===== config.mk =====
export PLATFORM = sky130hd
export DESIGN_NAME = kf8088_interrupt_acknowledge
export DESIGN_NICKNAME = d
export VERILOG_FILES = /design/src/rtl/kf8088_inta_pkg.sv /design/src/rtl/kf8088_inta_pulse_timer.sv /design/src/rtl/kf8088_interrupt_acknowledge.sv
export SDC_FILE = /design/constraint.sdc
export NUM_CORES = 1
export LEC_CHECK = 0
export ABC_AREA = 1
export ABC_CLOCK_PERIOD_IN_PS = 1300
export BUFFER_PORTS_ARGS = -buffer_cell sky130_fd_sc_hd__buf_2
export CAP_MARGIN = 40
export CORE_MARGIN = 1
export CORE_UTILIZATION = 41
export CTS_BUF_LIST = sky130_fd_sc_hd__clkbuf_16
export CTS_CLUSTER_DIAMETER = 150
export CTS_CLUSTER_SIZE = 14
export DETAILED_ROUTE_END_ITERATION = 16
export GPL_ROUTABILITY_DRIVEN = 0
export PLACE_DENSITY = 0.77
export SYNTH_ARGS = -nofsm -noshare
export SYNTH_HDL_FRONTEND = slang
export SYNTH_SLANG_ARGS = --single-unit

===== constraint.sdc =====
create_clock -name clock -period 1.3 [get_ports clock]
set_input_delay 0 -clock clock [delete_from_list [all_inputs] [get_ports clock]]
set_output_delay 0 -clock clock [all_outputs]
set_load 0.1 [all_outputs]

===== src/rtl/kf8088_inta_pkg.sv =====
// ----------------------------------------------------------------------------
// kf8088_inta_pkg
// Shared types and constants for the KF8088 interrupt-acknowledge block.
//   inta_state_t : acknowledge sequencer states
//   NMI_VECTOR   : vector byte reported for a non-maskable interrupt
//   max_u        : helper to size the pulse/gap down-counter
// ----------------------------------------------------------------------------
package kf8088_inta_pkg;

   typedef enum logic [2:0] {IDLE, PULSE1, GAP, PULSE2, HOLD} inta_state_t;

   localparam logic [7:0] NMI_VECTOR = 8'h02;

   function automatic int unsigned max_u(input int unsigned a, input int unsigned b);
      return (a > b) ? a : b;
   endfunction

endpackage


===== src/rtl/kf8088_inta_pulse_timer.sv =====
// ----------------------------------------------------------------------------
// kf8088_inta_pulse_timer
// Loadable down-counter that times INTA pulse and gap widths.
//   clock      in  : sole clock
//   reset      in  : synchronous, active-high; clears the count
//   load       in  : load load_value on this edge (takes priority)
//   load_value in  : value loaded, i.e. remaining cycles minus one
//   expired    out : count has reached zero
// The counter holds at zero instead of wrapping.
// ----------------------------------------------------------------------------
module kf8088_inta_pulse_timer #(
   parameter int WIDTH = 2
) (
   input  logic             clock,
   input  logic             reset,
   input  logic             load,
   input  logic [WIDTH-1:0] load_value,
   output logic             expired
);

   logic [WIDTH-1:0] count_q;
   logic [WIDTH-1:0] count_d;

   always_comb begin
      count_d = count_q;
      if (load) begin
         count_d = load_value;
      end else if (count_q != '0) begin
         count_d = count_q - WIDTH'(1);
      end
   end

   always_ff @(posedge clock) begin
      if (reset) begin
         count_q <= '0;
      end else begin
         count_q <= count_d;
      end
   end

   assign expired = (count_q == '0);

endmodule


===== src/rtl/kf8088_interrupt_acknowledge.sv =====
// ----------------------------------------------------------------------------
// kf8088_interrupt_acknowledge
// CPU-side initiator of the 8259 INT/INTA handshake. Samples INT, runs the
// two-pulse locked INTA bus cycle, captures the vector byte at the end of the
// second pulse and offers it to the core over a valid/ready handshake.
//
// Parameters
//   PULSE_CYCLES : clocks each INTA pulse is held low (>=1)
//   GAP_CYCLES   : clocks INTA is high between the two pulses (>=1)
//
// Ports
//   clock                   in  : sole clock
//   reset                   in  : synchronous, active-high
//   interrupt               in  : INT from PIC, level-sensitive
//   interrupt_enable        in  : CPU IF flag
//   bus_idle                in  : no other bus cycle in progress
//   data_bus_in[7:0]        in  : PIC data bus, vector driven in pulse 2
//   interrupt_acknowledge_n out : INTA strobe, active-low
//   bus_lock                out : LOCK for the whole INTA sequence
//   acknowledge_busy        out : sequencer not idle
//   vector_valid            out : captured vector available
//   vector[7:0]             out : captured vector byte
//   vector_ready            in  : consumer accepts the vector
//   nmi                     in  : (KF_INTA_NMI_SUPPORT_EN only) NMI pin,
//                                 rising-edge triggered
//
// Configuration macro: KF_INTA_NMI_SUPPORT_EN adds the nmi input and NMI path.
// All outputs are registered and derived from the next state.
// ----------------------------------------------------------------------------
module kf8088_interrupt_acknowledge
   import kf8088_inta_pkg::*;
#(
   parameter int PULSE_CYCLES = 2,
   parameter int GAP_CYCLES   = 3
) (
   input  logic       clock,
   input  logic       reset,
   input  logic       interrupt,
   input  logic       interrupt_enable,
   input  logic       bus_idle,
   input  logic [7:0] data_bus_in,
   output logic       interrupt_acknowledge_n,
   output logic       bus_lock,
   output logic       acknowledge_busy,
   output logic       vector_valid,
   output logic [7:0] vector,
`ifdef KF_INTA_NMI_SUPPORT_EN
   input  logic       nmi,
`endif
   input  logic       vector_ready
);

   localparam int CNT_W = $clog2(max_u(PULSE_CYCLES, GAP_CYCLES) + 1);
   localparam logic [CNT_W-1:0] PULSE_LOAD = CNT_W'(PULSE_CYCLES - 1);
   localparam logic [CNT_W-1:0] GAP_LOAD   = CNT_W'(GAP_CYCLES - 1);

   inta_state_t      state_q, state_d;
   logic             inta_n_q, inta_n_d;
   logic             lock_q, lock_d;
   logic             busy_q, busy_d;
   logic             valid_q, valid_d;
   logic [7:0]       vector_q, vector_d;

   logic             timer_load;
   logic [CNT_W-1:0] timer_value;
   logic             timer_expired;

`ifdef KF_INTA_NMI_SUPPORT_EN
   logic             nmi_prev_q, nmi_prev_d;
   logic             nmi_pending_q, nmi_pending_d;
   logic             nmi_req;
   logic             nmi_service;

   // An edge seen this cycle is serviced immediately when idle; otherwise it
   // stays latched until the sequencer is back in IDLE.
   assign nmi_req = nmi_pending_q | (nmi & ~nmi_prev_q);
`endif

   kf8088_inta_pulse_timer #(
      .WIDTH(CNT_W)
   ) u_timer (
      .clock      (clock),
      .reset      (reset),
      .load       (timer_load),
      .load_value (timer_value),
      .expired    (timer_expired)
   );

   always_comb begin
      state_d     = state_q;
      valid_d     = valid_q;
      vector_d    = vector_q;
      timer_load  = 1'b0;
      timer_value = PULSE_LOAD;
`ifdef KF_INTA_NMI_SUPPORT_EN
      nmi_service = 1'b0;
      nmi_prev_d  = nmi;
`endif

      unique case (state_q)
         IDLE: begin
`ifdef KF_INTA_NMI_SUPPORT_EN
            // NMI needs no bus cycle: report the fixed vector straight away.
            if (nmi_req) begin
               state_d     = HOLD;
               vector_d    = NMI_VECTOR;
               valid_d     = 1'b1;
               nmi_service = 1'b1;
            end else
`endif
            if (interrupt && interrupt_enable && bus_idle && !valid_q) begin
               state_d     = PULSE1;
               timer_load  = 1'b1;
               timer_value = PULSE_LOAD;
            end
         end
         // Once started, the sequence ignores INT/IF so the PIC always sees
         // both pulses.
         PULSE1: begin
            if (timer_expired) begin
               state_d     = GAP;
               timer_load  = 1'b1;
               timer_value = GAP_LOAD;
            end
         end
         GAP: begin
            if (timer_expired) begin
               state_d     = PULSE2;
               timer_load  = 1'b1;
               timer_value = PULSE_LOAD;
            end
         end
         PULSE2: begin
            if (timer_expired) begin
               state_d  = HOLD;
               vector_d = data_bus_in;
               valid_d  = 1'b1;
            end
         end
         HOLD: begin
            if (vector_ready) begin
               state_d = IDLE;
               valid_d = 1'b0;
            end
         end
         default: begin
            state_d = IDLE;
            valid_d = 1'b0;
         end
      endcase

`ifdef KF_INTA_NMI_SUPPORT_EN
      nmi_pending_d = nmi_req & ~nmi_service;
`endif

      inta_n_d = !((state_d == PULSE1) || (state_d == PULSE2));
      lock_d   = (state_d == PULSE1) || (state_d == GAP) || (state_d == PULSE2);
      busy_d   = (state_d != IDLE);
   end

   always_ff @(posedge clock) begin
      if (reset) begin
         state_q       <= IDLE;
         inta_n_q      <= 1'b1;
         lock_q        <= 1'b0;
         busy_q        <= 1'b0;
         valid_q       <= 1'b0;
         vector_q      <= 8'h00;
`ifdef KF_INTA_NMI_SUPPORT_EN
         nmi_prev_q    <= 1'b1;
         nmi_pending_q <= 1'b0;
`endif
      end else begin
         state_q       <= state_d;
         inta_n_q      <= inta_n_d;
         lock_q        <= lock_d;
         busy_q        <= busy_d;
         valid_q       <= valid_d;
         vector_q      <= vector_d;
`ifdef KF_INTA_NMI_SUPPORT_EN
         nmi_prev_q    <= nmi_prev_d;
         nmi_pending_q <= nmi_pending_d;
`endif
      end
   end

   assign interrupt_acknowledge_n = inta_n_q;
   assign bus_lock                = lock_q;
   assign acknowledge_busy        = busy_q;
   assign vector_valid            = valid_q;
   assign vector                  = vector_q;

endmodule


==> results of run 1 <==
cell families after synthesis:
kind of cell               share of synthesized area [%]
adders and majority gates                          1.821
DFF                                                49.55
AOI/OAI and AO/OA                                  10.93
and+or+nand+nor                                    28.23
buffers and inverters                              9.471
critical path, stage by stage (launching register included):
cell and delay (ns):
dfxtp_1 0.32, inv_2 0.07, ha_4 0.14, nand2_2 0.09, inv_4 0.09, nand2_4 0.08
buf_4 0.15, o21ai_1 0.10, nor2_1 0.05
worst min path at each step:
stage,startpoint,endpoint,slack (ns)
final,data_bus_in[5],vector[5],-0.003
after global placement,reset,vector_valid,0.21
after floorplan,reset,vector_valid,0.06
after detailed placement,reset,vector_valid,0.21
after global routing,data_bus_in[3],vector[3],0.004
after CTS,data_bus_in[5],vector[5],0.007
final cells by class:
class                   count  area [sq um]
clock inverters             1         3.754
flip-flops and latches     17         341.6
inverters                  13         53.80
multi-input cells          62         305.3
well taps                  16         20.02
fillers                   125         564.3
clock buffers               3         75.07
repair buffers             31         177.7
layer usage:
layer	routed length (um)	track usage (%)	up-vias
li1	-	-	360
met1	759	22.81	311
met2	685	24.55	16
met3	78	6.383	4
met4	23	9.091	0
met5	0	0	-
repair_timing:
action	CTS	global route
cloned	0	1
pin swaps	0	1
endpoints found under the hold margin	5	0
setup buffers	0	2
gates resized for setup	1	6
endpoints found under the setup margin	8	13
hold buffers	3	0
flip-flops by register name, summed over array words and instances, names as in the netlist:
name	cells
interrupt_acknowledge_n	1
state_q	3
vector_valid	1
acknowledge_busy	1
u_timer.count_q	2
bus_lock	1
vector	8
synth_stat cells:
master / count / area share [%]
a21oi_1: 4 / 2.9
buf_6: 1 / 1.6
clkbuf_2: 1 / 0.73
dfxtp_1: 17 / 50
ha_1: 1 / 1.8
inv_1: 11 / 6.0
inv_2: 2 / 1.1
nand2_1: 13 / 7.1
nand2_2: 4 / 3.6
nand3_1: 5 / 3.6
nand3_2: 1 / 1.5
nor2_1: 21 / 11
nor2_2: 1 / 0.91
o21ai_0: 1 / 0.73
o21ai_1: 10 / 7.3
power breakdown:
part	total [mW]	internal, mW	switching (mW)
combinational	0.813	0.248	0.565
sequential	0.655	0.609	0.0451
clock	0.601	0.408	0.193
per-stage QoR:
step           instances  hold slack [ns]  util [%]  area [sq um]
5_1_grt              143         0.003890     63.39         977.2
3_3_place_gp         133           0.2090     53.49         824.5
6_report             143        -0.002852     63.39         977.2
4_1_cts              140         0.006718     60.88         938.4
3_5_place_dp         133           0.2145     53.49         824.5
2_1_floorplan         93          0.06165         -         688.2
==> impl_metrics.env, run 1 <==
export IMPL_ant_nets=0
export IMPL_cts_max_level=1
export IMPL_die_area_sq_um=1843
export IMPL_rr_worst_depth=8
export IMPL_diodes=0
export IMPL_cts_tree="built"
export IMPL_fin_ws_ns=0.09648
export IMPL_mostFrequentLayoutCell="buf_2"
export IMPL_grt_first_pass_wirelength_um=2311
export IMPL_p_leak_nw=0.5178
export IMPL_r2r_end="vector[5]"
export IMPL_drcViolationCount=0
export IMPL_path_class="register to register"
export IMPL_period_share_pct=92.58
export IMPL_cp_arrival_ns=1.35
export IMPL_worstMarginPinSlew_ns=0.4939
export IMPL_drtPass1Iterations=4
export IMPL_hold_violations=1
export IMPL_ys_ff_latch=17
export IMPL_areaGrowthSynthToFinish_pct=42.26
export IMPL_slew_headroom_pct=67.30
export IMPL_grt_pass1_vias=542
export IMPL_synthDistinctLibCells=15
export IMPL_worstHoldPathCells=3
export IMPL_critical_path_max_fanout=6
export IMPL_synthCells=93
export IMPL_cts_reportedPaths_clkPinSlew_ns=0.05
export IMPL_syn_num_nets=108
export IMPL_status="finished, violations left"
export IMPL_post_place_ws_ns=-0.04606
export IMPL_fin_nets=143
export IMPL_vias=691
export IMPL_syn_area_per_cell_sq_um=7.386
export IMPL_rrSetupSlack_ns=0.1
export IMPL_violations="negative hold slack"
export IMPL_required_ns=1.44
export IMPL_viasPerCell=4.832
export IMPL_period_minus_slack_ns=1.204
export IMPL_yosys_warnings=0
export IMPL_grt_usage_pct=17.33
export IMPL_timing_setup_tns_ns=0
export IMPL_antenna_found_initial=0
export IMPL_power_density_nw_per_um2=2117
export IMPL_ys_seq_area_share_pct=49.54
export IMPL_drive_gt1_share_pct=34.65
export IMPL_layout_common_cells="buf_2, nor2_1, dfxtp_1, nand2_1"
export IMPL_total_power_mw=2.069
export IMPL_setup_viol_count_final=0
export IMPL_coreArea_sq_um=1541
export IMPL_hold_ws_ns=-0.002852
export IMPL_timing_critical_path_from="u_timer.count_q[0]"
export IMPL_clock_latency_ns=0.25
export IMPL_drv_cap=0
export IMPL_finClkSkew_ns=0.001270
export IMPL_synthesis_area_sq_um=686.9
export IMPL_clockRootBuffer="clkbuf_16"
export IMPL_max_freq_mhz=830.9
export IMPL_rows=14
export IMPL_dieHeight_um=42.93
export IMPL_start_util_pct=44.56
export IMPL_drtIter0Drc=15
export IMPL_finalMaxSlewViolations=0
export IMPL_rr_startpoint="u_timer.count_q[0]"
export IMPL_wl_um=1547
export IMPL_ios=26
export IMPL_crit_path_end_kind="register"
export IMPL_dpl_hpwl_um=1028
export IMPL_cts_path_max_buffers=2
export IMPL_grt_overflow_total=0
export IMPL_peakVddDrop_uv=1796
export IMPL_clkSinkCount=17
export IMPL_wl_per_cell_um=10.82
export IMPL_port_buffers=25
export IMPL_grt_max_degree=12
export IMPL_critPathLaunchType="register"
export IMPL_endpoint="vector[5]"
export IMPL_hold_path_class="primary input to register"
export IMPL_die_w_um=42.93
export IMPL_cts_buffers=3
No activity file was read; power rests on OpenSTA's default activity.
==> inputs of run 2 (changes only) <==
Settings changed: PLACE_DENSITY 0.77 to 0.72.
==> run 2 against run 1 <==
Compared with the run above: the run still ends with negative hold slack left; flip-flop and latch count is the same; non-clock buffer count shrank 2; register-to-register slack lost 0.03 ns; clock power grew 1%; hold slack lost 0.0024 ns; via count shrank 2.6%; power grew 1.2%; clock skew grew 0.0032 ns; fmax shrank 2.5%; utilization shrank 0.32 points; largest cell class unchanged; largest power group unchanged.
==> impl_metrics.env, run 2 (same netlist as run 1, synthesis figures left out) <==
export IMPL_finClkSkew_ns=0.004429
export IMPL_start_util_pct=44.56
export IMPL_rr_worst_depth=8
export IMPL_worstMarginPinSlew_ns=0.4937
export IMPL_peakVddDrop_uv=998.0
export IMPL_largest_register_ffs=8
export IMPL_period_minus_slack_ns=1.235
export IMPL_placed_cells=134
export IMPL_grt_usage_pct=16.24
export IMPL_die_w_um=42.93
export IMPL_timing_setup_tns_ns=0
export IMPL_power_density_nw_per_um2=2154
export IMPL_rrSetupSlack_ns=0.07
export IMPL_critPathLaunchType="register"
export IMPL_clkSinkCount=17
export IMPL_wl_um=1487
export IMPL_grt_overflow_total=0
export IMPL_cts_setup_buffers=0
export IMPL_hold_violations=1
export IMPL_vias=673
export IMPL_cts_tree="built"
export IMPL_fin_ws_ns=0.06504
export IMPL_cts_buffers=3
export IMPL_areaGrowthSynthToFinish_pct=41.53
export IMPL_drv_cap=0
export IMPL_dieHeight_um=42.93
export IMPL_max_freq_mhz=809.7
export IMPL_violations="negative hold slack"
export IMPL_setup_viol_count_final=0
export IMPL_rr_startpoint="u_timer.count_q[0]"
export IMPL_drive_gt1_share_pct=36.00
export IMPL_drtIter0Drc=8
export IMPL_period_share_pct=95.00
export IMPL_p_leak_nw=0.5131
export IMPL_finalMaxSlewViolations=0
export IMPL_path_class="register to register"
export IMPL_drtPass1Iterations=4
export IMPL_hold_ws_ns=-0.005301
export IMPL_required_ns=1.44
export IMPL_clock_latency_ns=0.24
export IMPL_fin_nets=141
export IMPL_die_area_sq_um=1843
export IMPL_cts_path_max_buffers=2
export IMPL_grt_pass1_vias=574
export IMPL_grt_first_pass_wirelength_um=2277
export IMPL_dpl_hpwl_um=1057
export IMPL_hold_path_class="primary input to register"
export IMPL_slew_headroom_pct=67.31
export IMPL_port_buffers=25
export IMPL_wl_per_cell_um=10.55
export IMPL_grt_max_degree=12
export IMPL_cp_arrival_ns=1.37
export IMPL_hp_start="data_bus_in[2]"
export IMPL_crit_path_end_kind="register"
export IMPL_antenna_found_initial=0
export IMPL_cts_reportedPaths_clkPinSlew_ns=0.05
export IMPL_layout_common_cells="buf_2, nor2_1, dfxtp_1, nand2_1, inv_1"
export IMPL_post_place_ws_ns=-0.04581
export IMPL_mostFrequentLayoutCell="buf_2"
export IMPL_rows=14
export IMPL_critical_path_max_fanout=4
export IMPL_status="finished, violations left"
export IMPL_finalNonFillerCells=141
export IMPL_clockRootBuffer="clkbuf_16"
export IMPL_ant_nets=0
export IMPL_diodes=0
export IMPL_holdPathEnd="vector[2]"
export IMPL_cts_max_level=1
export IMPL_viasPerCell=4.773
export IMPL_r2r_end="acknowledge_busy"
export IMPL_worstHoldPathCells=3
export IMPL_ios=26
export IMPL_coreArea_sq_um=1541
export IMPL_fillers=150
export IMPL_drcViolationCount=0
## run 2: changes by cell type in the layout (fill, tap and decap cells not counted), sizes merged
cell / before / now
clkinv: 0 / 1
buf: 28 / 27
dlygate4sd3: 3 / 2
inv: 14 / 13
## run 2: worst max-delay path by stage
stage / slack [ns] / end / depth (start not counted) / from
after global placement: 0.03 / vector[0] / 8 / u_timer.count_q[0]
after global routing: -0.002 / acknowledge_busy / 8 / u_timer.count_q[0]
after detailed placement: -0.05 / vector[0] / 8 / u_timer.count_q[0]
final: 0.07 / acknowledge_busy / 8 / u_timer.count_q[0]
after CTS: 0.007 / acknowledge_busy / 8 / u_timer.count_q[0]
after floorplan: 0.07 / acknowledge_busy / 9 / u_timer.count_q[0]
## run 2: report_power, final
group | switching, mW | total [mW] | leakage (nW) | internal [mW]
clock network | 0.197 | 0.608 | 0.0409 | 0.411
logic | 0.580 | 0.833 | 0.333 | 0.253
registers | 0.0439 | 0.653 | 0.139 | 0.609
## run 2: worst max-delay path, stage by stage, from the launching register on
cell	delay, ns
dfxtp_1	0.31
inv_1	0.12
ha_4	0.17
nand2_2	0.08
buf_4	0.15
nand3_1	0.07
nand2_1	0.06
nand2_2	0.10
nand3_2	0.06
## run 2: metrics by stage
stage | power (mW) | hold slack, ns | util [%] | area [sq um]
3_3_place_gp | 1.380 | 0.2094 | 53.98 | 832.0
2_1_floorplan | 1.236 | 0.06165 | - | 688.2
6_report | 2.094 | -0.005301 | 63.07 | 972.2
3_5_place_dp | 1.399 | 0.2072 | 53.98 | 832.0
4_1_cts | 2.028 | 0.001272 | 60.96 | 939.7
5_1_grt | 2.194 | 0.01403 | 63.07 | 972.2
## run 2: routing by layer
metal	vias to the layer above	global-route usage (%)	wire length (um)
li1	354	-	-
met2	20	26.97	667
met5	-	0	0
met4	0	5.455	9
met3	2	4.255	94
met1	297	20.32	716
## run 2: repair_timing
item                       in CTS  in global routing
gates cloned                    0                  1
gates resized for setup         2                  6
hold buffers                    2                  0
setup endpoints to repair      10                 14
hold endpoints to repair        4                  0
pin swaps                       0                  0
## run 2: final cells by class
type | instances | area [sq um] | area share [%]
Tap cell | 16 | 20.02 | 2.059
Multi-Input combinational cell | 62 | 319.1 | 32.82
Inverter | 13 | 51.30 | 5.277
Sequential cell | 17 | 341.6 | 35.14
Clock inverter | 1 | 5.005 | 0.5148
Timing Repair Buffer | 29 | 160.2 | 16.47
Clock buffer | 3 | 75.07 | 7.722
==> inputs of run 3 (changes only) <==
--- a/config.mk
+++ b/config.mk
@@ -10,5 +10,4 @@
 export BUFFER_PORTS_ARGS = -buffer_cell sky130_fd_sc_hd__buf_2
-export CAP_MARGIN = 40
 export CORE_MARGIN = 1
-export CORE_UTILIZATION = 41
+export CORE_UTILIZATION = 35
 export CTS_BUF_LIST = sky130_fd_sc_hd__clkbuf_16
@@ -18,3 +17,3 @@
 export GPL_ROUTABILITY_DRIVEN = 0
-export PLACE_DENSITY = 0.72
+export PLACE_DENSITY = 0.64
 export SYNTH_ARGS = -nofsm -noshare
--- a/constraint.sdc
+++ b/constraint.sdc
@@ -3,2 +3,2 @@
 set_output_delay 0 -clock clock [all_outputs]
-set_load 0.1 [all_outputs]
+set_load 0.005 [all_outputs]
==> run 3 against run 2 <==
Compared with the run above: utilization shrank 6.2 points; critical path type unchanged; global-route usage shrank 0.69 points; clock skew shrank 0.0033 ns; sequential power is essentially flat; critical endpoint is now vector[6]; non-clock buffer count grew 5; worst setup slack gained 0.018 ns; the flow now finishes without violations.
==> impl_metrics.env, run 3 (same netlist as run 1, synthesis figures left out) <==
export IMPL_cts_max_level=1
export IMPL_top_layer="met4"
export IMPL_period_minus_slack_ns=1.217
export IMPL_ant_nets=0
export IMPL_cp_arrival_ns=1.36
export IMPL_drtIter0Drc=11
export IMPL_hold_violations=0
export IMPL_placed_area_sq_um=842.1
export IMPL_cpLargestDelayFamily="buffers and inverters"
export IMPL_p_leak_nw=0.5328
export IMPL_status="completed"
export IMPL_clock_latency_ns=0.25
export IMPL_vias=662
export IMPL_diodes=0
export IMPL_critical_path_max_fanout=9
export IMPL_viasPerCell=4.299
export IMPL_coreArea_sq_um=1783
export IMPL_cts_reportedPaths_clkPinSlew_ns=0.05
export IMPL_cts_tree="built"
export IMPL_clockRootBuffer="clkbuf_16"
export IMPL_port_buffers=25
export IMPL_crit_path_top_delay_cell="dfxtp_1"
export IMPL_grt_overflow_total=0
export IMPL_placed_cells=143
export IMPL_hold_path_class="primary input to register"
export IMPL_ios=26
export IMPL_wl_met3_um=55
export IMPL_finalMaxSlewViolations=0
export IMPL_critPathLaunchType="register"
export IMPL_largest_register_ffs=8
export IMPL_rsz0062_at_grt="no"
export IMPL_areaGrowthSynthToFinish_pct=47.54
export IMPL_drtPass1Iterations=3
export IMPL_slew_headroom_pct=78.57
export IMPL_dpl_hpwl_um=1024
export IMPL_required_ns=1.44
export IMPL_wl_met1_um=719
export IMPL_critPathBufInv=3
export IMPL_cts_path_max_buffers=2
export IMPL_cts_buffers=3
export IMPL_routed_wl_met2_um=691
export IMPL_crit_path_end_kind="register"
export IMPL_timing_critical_path_from="u_timer.count_q[1]"
export IMPL_layout_common_cells="buf_2, nor2_1, dfxtp_1, inv_1, nand2_1"
export IMPL_path_class="register to register"
export IMPL_peakVddDrop_uv=789.2
export IMPL_fin_nets=145
export IMPL_period_share_pct=93.58
export IMPL_grt_max_degree=12
export IMPL_power_density_nw_per_um2=1763
export IMPL_start_util_pct=38.53
export IMPL_stdcell_area_sq_um=1013
export IMPL_die_area_sq_um=2144
export IMPL_grt_pass1_vias=549
export IMPL_antenna_found_initial=0
export IMPL_finClkSkew_ns=0.001140
export IMPL_drive_gt1_share_pct=33.33
export IMPL_worstMarginPinSlew_ns=0.3211
export IMPL_die_w_um=46.30
export IMPL_fillers=173
export IMPL_grt_first_pass_wirelength_um=2290
export IMPL_drcViolationCount=0
export IMPL_drv_cap=0
export IMPL_crit_chain="inv_1 > ha_4 > nand2_2 > inv_2 > nand2_4 > buf_4 > o21ai_1 > nor2_1"
export IMPL_clkSinkCount=17
export IMPL_max_freq_mhz=822.0
export IMPL_max_stage_delay_ns=0.31
export IMPL_wl_um=1502
export IMPL_rr_startpoint="u_timer.count_q[1]"
export IMPL_mostFrequentLayoutCell="buf_2"
export IMPL_finalNonFillerCells=154
export IMPL_hp_start="data_bus_in[4]"
export IMPL_setup_viol_count_final=0
export IMPL_dieHeight_um=46.30
export IMPL_rows=15
export IMPL_grt_usage_pct=15.55
export IMPL_wl_per_cell_um=9.753
==> run 3: worst paths after layout <==
check	to	slack, ns	cells past startpoint
hold / removal	vector[4]	0.001	3
setup reg to reg	vector[6]	0.08	8
hold reg to reg	vector[5]	0.48	2
setup / recovery	vector[6]	0.08	8
==> run 3: final cells by class <==
class	instances	area, sq um	area share, %
timing repair buffer	34	207.7	20.49
clock buffer	3	75.07	7.407
sequential	17	340.3	33.58
clock inverter	1	3.754	0.3704
multi-input combinational	61	306.5	30.25
inverter	13	48.80	4.815
tap	25	31.28	3.086
==> run 3: per-stage QoR <==
| stage | hold WS (ns) | setup WS, ns | power, mW | setup TNS (ns) | utilization, % |
|---|---|---|---|---|---|
| after floorplan | 0.06907 | 0.07120 | 0.9548 | 0 | - |
| after global placement | 0.2138 | 0.01069 | 1.099 | 0 | 47.23 |
| after detailed placement | 0.2138 | -0.01294 | 1.109 | -0.02802 | 47.23 |
| after CTS | 0.0002180 | 0.03874 | 1.741 | 0 | 55.30 |
| after global routing | 0.01603 | 0.005942 | 1.899 | 0 | 56.84 |
| final | 0.001418 | 0.08344 | 1.786 | 0 | 56.84 |
==> run 3: metal layers <==
| layer | up-vias | GRT usage, % |
|---|---|---|
| li1 | 359 | - |
| met1 | 283 | 19.71 |
| met2 | 16 | 23.06 |
| met3 | 4 | 3.529 |
| met4 | 0 | 10.59 |
| met5 | - | 0 |
==> run 3: worst register-to-register path, cell delays in order (launching register included) <==
cell     delay, ns
dfxtp_1       0.31
inv_1         0.09
ha_4          0.15
nand2_2       0.07
inv_2         0.08
nand2_4       0.09
buf_4         0.16
o21ai_1       0.11
nor2_1        0.05
==> run 3: what timing repair did <==
| item | CTS | global route |
|---|---|---|
| cloned | 0 | 0 |
| pin swaps | 0 | 1 |
| resized for setup | 1 | 5 |
| hold buffers | 6 | 0 |
| endpoints found under the hold margin | 8 | 0 |
| setup endpoints to repair | 8 | 13 |
| buffers inserted | 0 | 1 |
==> run 3: where the power goes <==
part | internal [mW] | switching, mW
Combinational | 0.257 | 0.274
Clock | 0.408 | 0.196
Sequential | 0.609 | 0.0412
Total | 1.27 | 0.512
